`src/rtl/dpi_flow_ctx_sched.sv`:
```
`default_nettype none
// +----------------------------------------------------------------------------+
// | Module   : dpi_flow_ctx_sched                                              |
// | Brief    : Per-flow DFA context scheduler feeding a regex DFA stage.       |
// |            Optional feature macro: DPI_FLOW_RESUME_EN (per-flow table).    |
// | Revision : 1.0 - initial release                                           |
// +----------------------------------------------------------------------------+
module dpi_flow_ctx_sched #(
    parameter int FLOW_W  = 4,
    parameter int STATE_W = 11
) (
    input  logic               clk,
    input  logic               rst,
    input  logic               in_vld,
    output logic               in_rdy,
    input  logic [7:0]         in_byte,
    input  logic               in_sop,
    input  logic               in_eop,
    input  logic [FLOW_W-1:0]  in_flow,
    output logic [7:0]         dfa_char,
    output logic               dfa_char_vld,
    output logic [STATE_W-1:0] dfa_state,
    output logic               dfa_state_vld,
    input  logic [STATE_W-1:0] dfa_state_cur,
    input  logic               dfa_accept,
    output logic               res_vld,
    output logic [FLOW_W-1:0]  res_flow,
    output logic               res_hit,
    output logic               res_err,
    output logic [15:0]        drop_cnt
);
    localparam logic [2:0] c_st_init   = 3'd0;
    localparam logic [2:0] c_st_idle   = 3'd1;
    localparam logic [2:0] c_st_load   = 3'd2;
    localparam logic [2:0] c_st_stream = 3'd3;
    localparam logic [2:0] c_st_save   = 3'd4;

    logic [2:0]         r_state;
    logic [2:0]         w_next;
    logic [FLOW_W-1:0]  r_cur_flow;
    logic               r_hit;
    logic               r_err;
    logic               r_first;
    logic [15:0]        r_drop_cnt;
    logic               w_premature;
    logic               w_accept;
    logic               w_idx_last;
    logic [STATE_W-1:0] w_load_state;

    // A sop arriving after the packet's own sop beat closes the packet without consuming it
    assign w_premature = (r_state == c_st_stream) && in_vld && in_sop && !r_first;
    assign w_accept    = in_vld && in_rdy;
    assign drop_cnt    = r_drop_cnt;

`ifdef DPI_FLOW_RESUME_EN
    localparam logic [2:0] c_st_reset = c_st_init;

    logic [STATE_W-1:0] r_table [2**FLOW_W];
    logic [FLOW_W-1:0]  r_idx;

    assign w_idx_last   = &r_idx;
    assign w_load_state = r_table[r_cur_flow];

    always_ff @(posedge clk) begin
        if (rst) begin
            r_idx <= '0;
        end else if (r_state == c_st_init) begin
            r_idx <= r_idx + FLOW_W'(1);
        end
    end

    always_ff @(posedge clk) begin
        if (!rst) begin
            if (r_state == c_st_init) begin
                r_table[r_idx] <= '0;
            end else if (r_state == c_st_save) begin
                r_table[r_cur_flow] <= dfa_state_cur;
            end
        end
    end
`else
    localparam logic [2:0] c_st_reset = c_st_idle;

    logic w_unused_state;

    assign w_idx_last     = 1'b1;
    assign w_load_state   = '0;
    assign w_unused_state = ^dfa_state_cur;
`endif

    always_ff @(posedge clk) begin
        if (rst) begin
            r_state <= c_st_reset;
        end else begin
            r_state <= w_next;
        end
    end

    always_comb begin
        w_next = r_state;
        case (r_state)
            c_st_init:   if (w_idx_last) w_next = c_st_idle;
            c_st_idle:   if (in_vld && in_sop) w_next = c_st_load;
            c_st_load:   w_next = c_st_stream;
            c_st_stream: if (w_premature || (w_accept && in_eop)) w_next = c_st_save;
            c_st_save:   w_next = c_st_idle;
            default:     w_next = c_st_reset;
        endcase
    end

    always_comb begin
        in_rdy        = 1'b0;
        dfa_char      = '0;
        dfa_char_vld  = 1'b0;
        dfa_state     = '0;
        dfa_state_vld = 1'b0;
        res_vld       = 1'b0;
        res_flow      = '0;
        res_hit       = 1'b0;
        res_err       = 1'b0;
        case (r_state)
            c_st_idle: in_rdy = in_vld && !in_sop;
            c_st_load: begin
                dfa_state     = w_load_state;
                dfa_state_vld = 1'b1;
            end
            c_st_stream: begin
                in_rdy       = !w_premature;
                dfa_char     = in_byte;
                dfa_char_vld = in_vld && !w_premature;
            end
            c_st_save: begin
                res_vld  = 1'b1;
                res_flow = r_cur_flow;
                res_hit  = r_hit;
                res_err  = r_err;
            end
            default: ;
        endcase
    end

    always_ff @(posedge clk) begin
        if (rst) begin
            r_cur_flow <= '0;
            r_hit      <= 1'b0;
            r_err      <= 1'b0;
            r_first    <= 1'b0;
            r_drop_cnt <= '0;
        end else begin
            if (r_state == c_st_idle && in_vld) begin
                if (in_sop) begin
                    r_cur_flow <= in_flow;
                    r_hit      <= 1'b0;
                end else if (r_drop_cnt != 16'hFFFF) begin
                    r_drop_cnt <= r_drop_cnt + 16'd1;
                end
            end
            if (r_state == c_st_load) begin
                r_first <= 1'b1;
            end
            if (r_state == c_st_stream && w_accept) begin
                r_first <= 1'b0;
                r_hit   <= r_hit | dfa_accept;
            end
            if (w_premature) begin
                r_err <= 1'b1;
            end
            if (r_state == c_st_save) begin
                r_err <= 1'b0;
            end
        end
    end
endmodule
`default_nettype wire

```
`config.mk`:
```
export PLATFORM = sky130hd
export DESIGN_NAME = dpi_flow_ctx_sched
export DESIGN_NICKNAME = d
export VERILOG_FILES = /design/src/rtl/dpi_flow_ctx_sched.sv
export SDC_FILE = /design/constraint.sdc
export NUM_CORES = 1
export LEC_CHECK = 0
export CAP_MARGIN = 10
export CORE_ASPECT_RATIO = 0.9
export CORE_MARGIN = 2
export CORE_UTILIZATION = 43
export DETAILED_ROUTE_END_ITERATION = 7
export PLACE_DENSITY = 0.92
export SLEW_MARGIN = 30
export SYNTH_ARGS = -nofsm -noshare
export SYNTH_HDL_FRONTEND = slang
export SYNTH_SLANG_ARGS = --single-unit
```
`constraint.sdc`:
```
create_clock -name clk -period 5.5 [get_ports clk]
set_clock_uncertainty 0.15 [all_clocks]
set_input_delay 1.65 -clock clk [delete_from_list [all_inputs] [get_ports clk]]
set_output_delay 1.65 -clock clk [all_outputs]
set_load 0.05 [all_outputs]
```
==> qor.log, run 1 <==
[global_routing] leftover overflow at the end of global routing 0
[floorplanning] Core ar. 3350 um2
[global_routing] number of global-route vias before repair 1315
[power_and_ir_drop] fraction of power spent switching nets 0.268
[logic_synthesis] cell taking the most area after synthesis sky130_fd_sc_hd__dfxtp_1
[logic_synthesis] count of state elements after synthesis 26
[placement] post-detailed-placement cell area 2010 um2
[sta] Period Utilization, post-route 0.928
[floorplanning] Top Ports 74
[floorplanning] effective utilization at floorplan 0.449
[final_layout] share of final-layout standard cells stronger than drive strength 1 0.0529
[clock_tree] master cell of the clock root buffer sky130_fd_sc_hd__clkbuf_8
[sta] final worst setup slack 395 ps
[sta] Max Fclk 196 MHz
[power_and_ir_drop] share of total power in the clock network 0.359
[placement] final weighted congestion in routability-driven placement 0.809
[worst_setup_path] data arrival at the endpoint of the critical path 3300 ps
[power_and_ir_drop] leakage dissipation 0.717 nW
[final_layout] Layout area overhead 37.9%
[logic_synthesis] Synth area leaders sky130_fd_sc_hd__dfxtp_1, sky130_fd_sc_hd__and2_1, sky130_fd_sc_hd__buf_4
[final_layout] final net count 258
[floorplanning] number of placement rows 20
[detailed_routing] residual antenna-violating net count after detailed routing 0
[worst_hold_path] class of the tightest hold or removal check reg -> reg
[power_and_ir_drop] internal cell power 320 uW
[detailed_routing] vias per inst 5.35
[final_layout] number of standard cells in the layout, taps in and fillers out 271
[clock_tree] clock tree buffer depth 2
[outcome] outcome finished, final reports clean
[clock_tree] register clock-pin slew on the reported worst setup and hold paths 90 ps
[floorplanning] die outline height 60.2 um
[placement] count of placed standard cells including taps 267
[placement] PortBufs 51
[power_and_ir_drop] Power Total 438 uW
[sta] final worst hold slack 325 ps
[detailed_routing] 1st-pass router iterations 5
[logic_synthesis] synthesis warning total 0
[global_routing] GRT Overall Usage 0.183
[power_and_ir_drop] Comb power frac 0.193
[sta] setup repair after global routing missed its margin no
[clock_tree] post-cts gate resize count 0
[worst_setup_path] crit path launch type primary input
[detailed_routing] final WL 3.56 mm
[placement] hpwl dp 2.56 mm
[sta] worst relative slew slack 0.395
[clock_tree] TritonCTS clock tree yes
[logic_synthesis] netlist area before placement 1510 um2
[logic_synthesis] portion of synthesized cell area occupied by the leading cell type 0.346
[worst_setup_path] element type at the critical path end primary output
[floorplanning] Die Width 66.4 um
[worst_setup_path] Required @ worst endpoint 3700 ps
[logic_synthesis] average footprint of a synthesized cell 8.37 um2
[logic_synthesis] number of instances in the synthesized netlist 180
[clock_tree] number of CTS-inserted buffers 3
[sta] final hold violations 0
[power_and_ir_drop] portion of total power attributed to sequential cells 0.448
[worst_setup_path] type of the worst setup path in -> out
[logic_synthesis] proportion of synthesized chip area in sequential cells 0.346
[clock_tree] postcts setup bufs 0
[power_and_ir_drop] cell area power density 211 nW/um2
[placement] Post-Place Setup Slack 414 ps
[final_layout] final standard cell area without fillers 2080 um2
[power_and_ir_drop] Peak supply drop 140 uV
[detailed_routing] number of DRC markers in iteration 0 127
[power_and_ir_drop] switching power total 117 uW
[logic_synthesis] distinct cell type count of the synthesized netlist 39
[clock_tree] cts-stage hold buffer count 0
[sta] minimum clock period 5100 ps
[global_routing] antenna violations before repair 0
[flow_run] reported max-cap violation count 0
[final_layout] Util after Layout 0.619
[detailed_routing] Routed wire per std cell 13.1 um
[clock_tree] CTS H-tree lvls 1
[worst_setup_path] largest fanout on the critical path 6
[global_routing] global-route wire length before repair 5.77 mm
[sta] number of endpoints failing setup at the final stage 0
[global_routing] pin count of the biggest net entering global routing 26
[final_layout] Diodes inserted 0
[detailed_routing] remaining routing DRC violations 0
[floorplanning] floorplan die area 3990 um2
[sta] max-slew violation count 0
[sta] worst slew pin tran 904 ps
[sta] setup TNS 0 ps
[clock_tree] worst-skew pair later-pin latency 270 ps
[clock_tree] clock net sink count 26
[detailed_routing] via count of the routed design 1449
-- area by class of cell --
type	instances	area, um2
inverter	5	18.8
sequential	26	520
clock buffer	3	41.3
timing repair buffer	53	536
clock inverter	1	30.0
multi-input combinational	139	876
fill	300	1280
tap	44	55.1
-- critical path: stages --
cell,delay (ps)
sky130_fd_sc_hd__clkdlybuf4s50_1,560
sky130_fd_sc_hd__nand2_1,130
sky130_fd_sc_hd__o211a_1,260
sky130_fd_sc_hd__clkdlybuf4s50_1,700
-- cell usage in the layout, fill, tap and decap left out, types with 2 or more instances in the layout --
| master | instances |
|---|---|
| sky130_fd_sc_hd__a21oi_1 | 13 |
| sky130_fd_sc_hd__and2_1 | 16 |
| sky130_fd_sc_hd__and3_1 | 2 |
| sky130_fd_sc_hd__buf_4 | 2 |
| sky130_fd_sc_hd__clkbuf_8 | 3 |
| sky130_fd_sc_hd__clkdlybuf4s50_1 | 50 |
| sky130_fd_sc_hd__conb_1 | 11 |
| sky130_fd_sc_hd__dfxtp_1 | 26 |
| sky130_fd_sc_hd__inv_1 | 5 |
| sky130_fd_sc_hd__mux2_2 | 2 |
| sky130_fd_sc_hd__mux2i_1 | 6 |
| sky130_fd_sc_hd__nand2_1 | 12 |
| sky130_fd_sc_hd__nand3_1 | 6 |
| sky130_fd_sc_hd__nand4_1 | 5 |
| sky130_fd_sc_hd__nor2_1 | 12 |
| sky130_fd_sc_hd__nor2b_1 | 4 |
| sky130_fd_sc_hd__nor3b_1 | 3 |
| sky130_fd_sc_hd__nor4_1 | 5 |
| sky130_fd_sc_hd__o211a_1 | 2 |
| sky130_fd_sc_hd__o21ai_0 | 5 |
| sky130_fd_sc_hd__o31ai_1 | 9 |
| sky130_fd_sc_hd__o41ai_1 | 3 |
| sky130_fd_sc_hd__or4_1 | 9 |
-- cell usage after synthesis (all sizes together) --
cell / instances
or3: 2
a211oi: 1
and3: 2
mux2i: 6
nor2: 12
nand4b: 1
nor3b: 4
nand3: 6
nor4: 5
inv: 5
mux2: 2
a2111o: 1
nand2b: 1
and3b: 1
ha: 1
a21oi: 13
o311ai: 1
nand2: 12
or4: 9
o31ai: 9
and2: 16
nor3: 1
o41ai: 3
a31oi: 1
nand4: 6
buf: 15
dfxtp: 26
conb: 1
and4: 1
o21ai: 5
clkbuf: 5
o211a: 2
nor2b: 4
-- state kept, by name, summed over array words and instances (netlist names) --
name and flops:
drop_cnt 16, r_first 1, r_cur_flow 4, r_hit 1, r_err 1, r_state 3
-- logic make-up after synthesis --
group | Yosys count | synth area share
other cells | 1 | 0.00249
compound gates | 36 | 0.158
flops | 26 | 0.346
buf+inv | 25 | 0.0980
fa+ha+maj | 1 | 0.00830
simple gates | 83 | 0.333
mux | 8 | 0.0548
-- power by group through the flow --
| stage | registers, mW | logic (mW) | clock network, mW |
|---|---|---|---|
| floorplan | 0.203 | 0.0605 | 0 |
| finish | 0.196 | 0.0845 | 0.157 |
| global route | 0.197 | 0.0900 | 0.166 |
| global placement | 0.201 | 0.0836 | 0 |
| CTS | 0.196 | 0.0849 | 0.160 |
| detailed placement | 0.201 | 0.0847 | 0 |
-- worst paths after layout --
check | cells after the start | start | slack, ps | end
worst min-delay path | 2 | r_hit | 320 | r_hit
worst min register to register | 2 | r_hit | 320 | r_hit
worst max-delay path | 4 | in_vld | 400 | dfa_char_vld
worst max register to register | 5 | r_state[0] | 3390 | drop_cnt[13]
-- routing by layer --
layer,vias to the layer above,global-route usage,wire (um)
met1,646,0.220,1520
met3,8,0.0508,249
met2,63,0.339,1740
met5,-,0,0
li1,732,-,-
met4,0,0.0175,47
Power figures use the tool's default switching activity.
==> run 2: changes to the inputs <==
--- a/config.mk
+++ b/config.mk
@@ -5,6 +5,7 @@
 export SDC_FILE = /design/constraint.sdc
 export NUM_CORES = 1
 export LEC_CHECK = 0
+export ABC_CLOCK_PERIOD_IN_PS = 5500
 export CAP_MARGIN = 10
 export CORE_ASPECT_RATIO = 0.9
 export CORE_MARGIN = 2
==> results of run 2 <==
The final DEF is identical to that of run 1; final timing and power are the same.
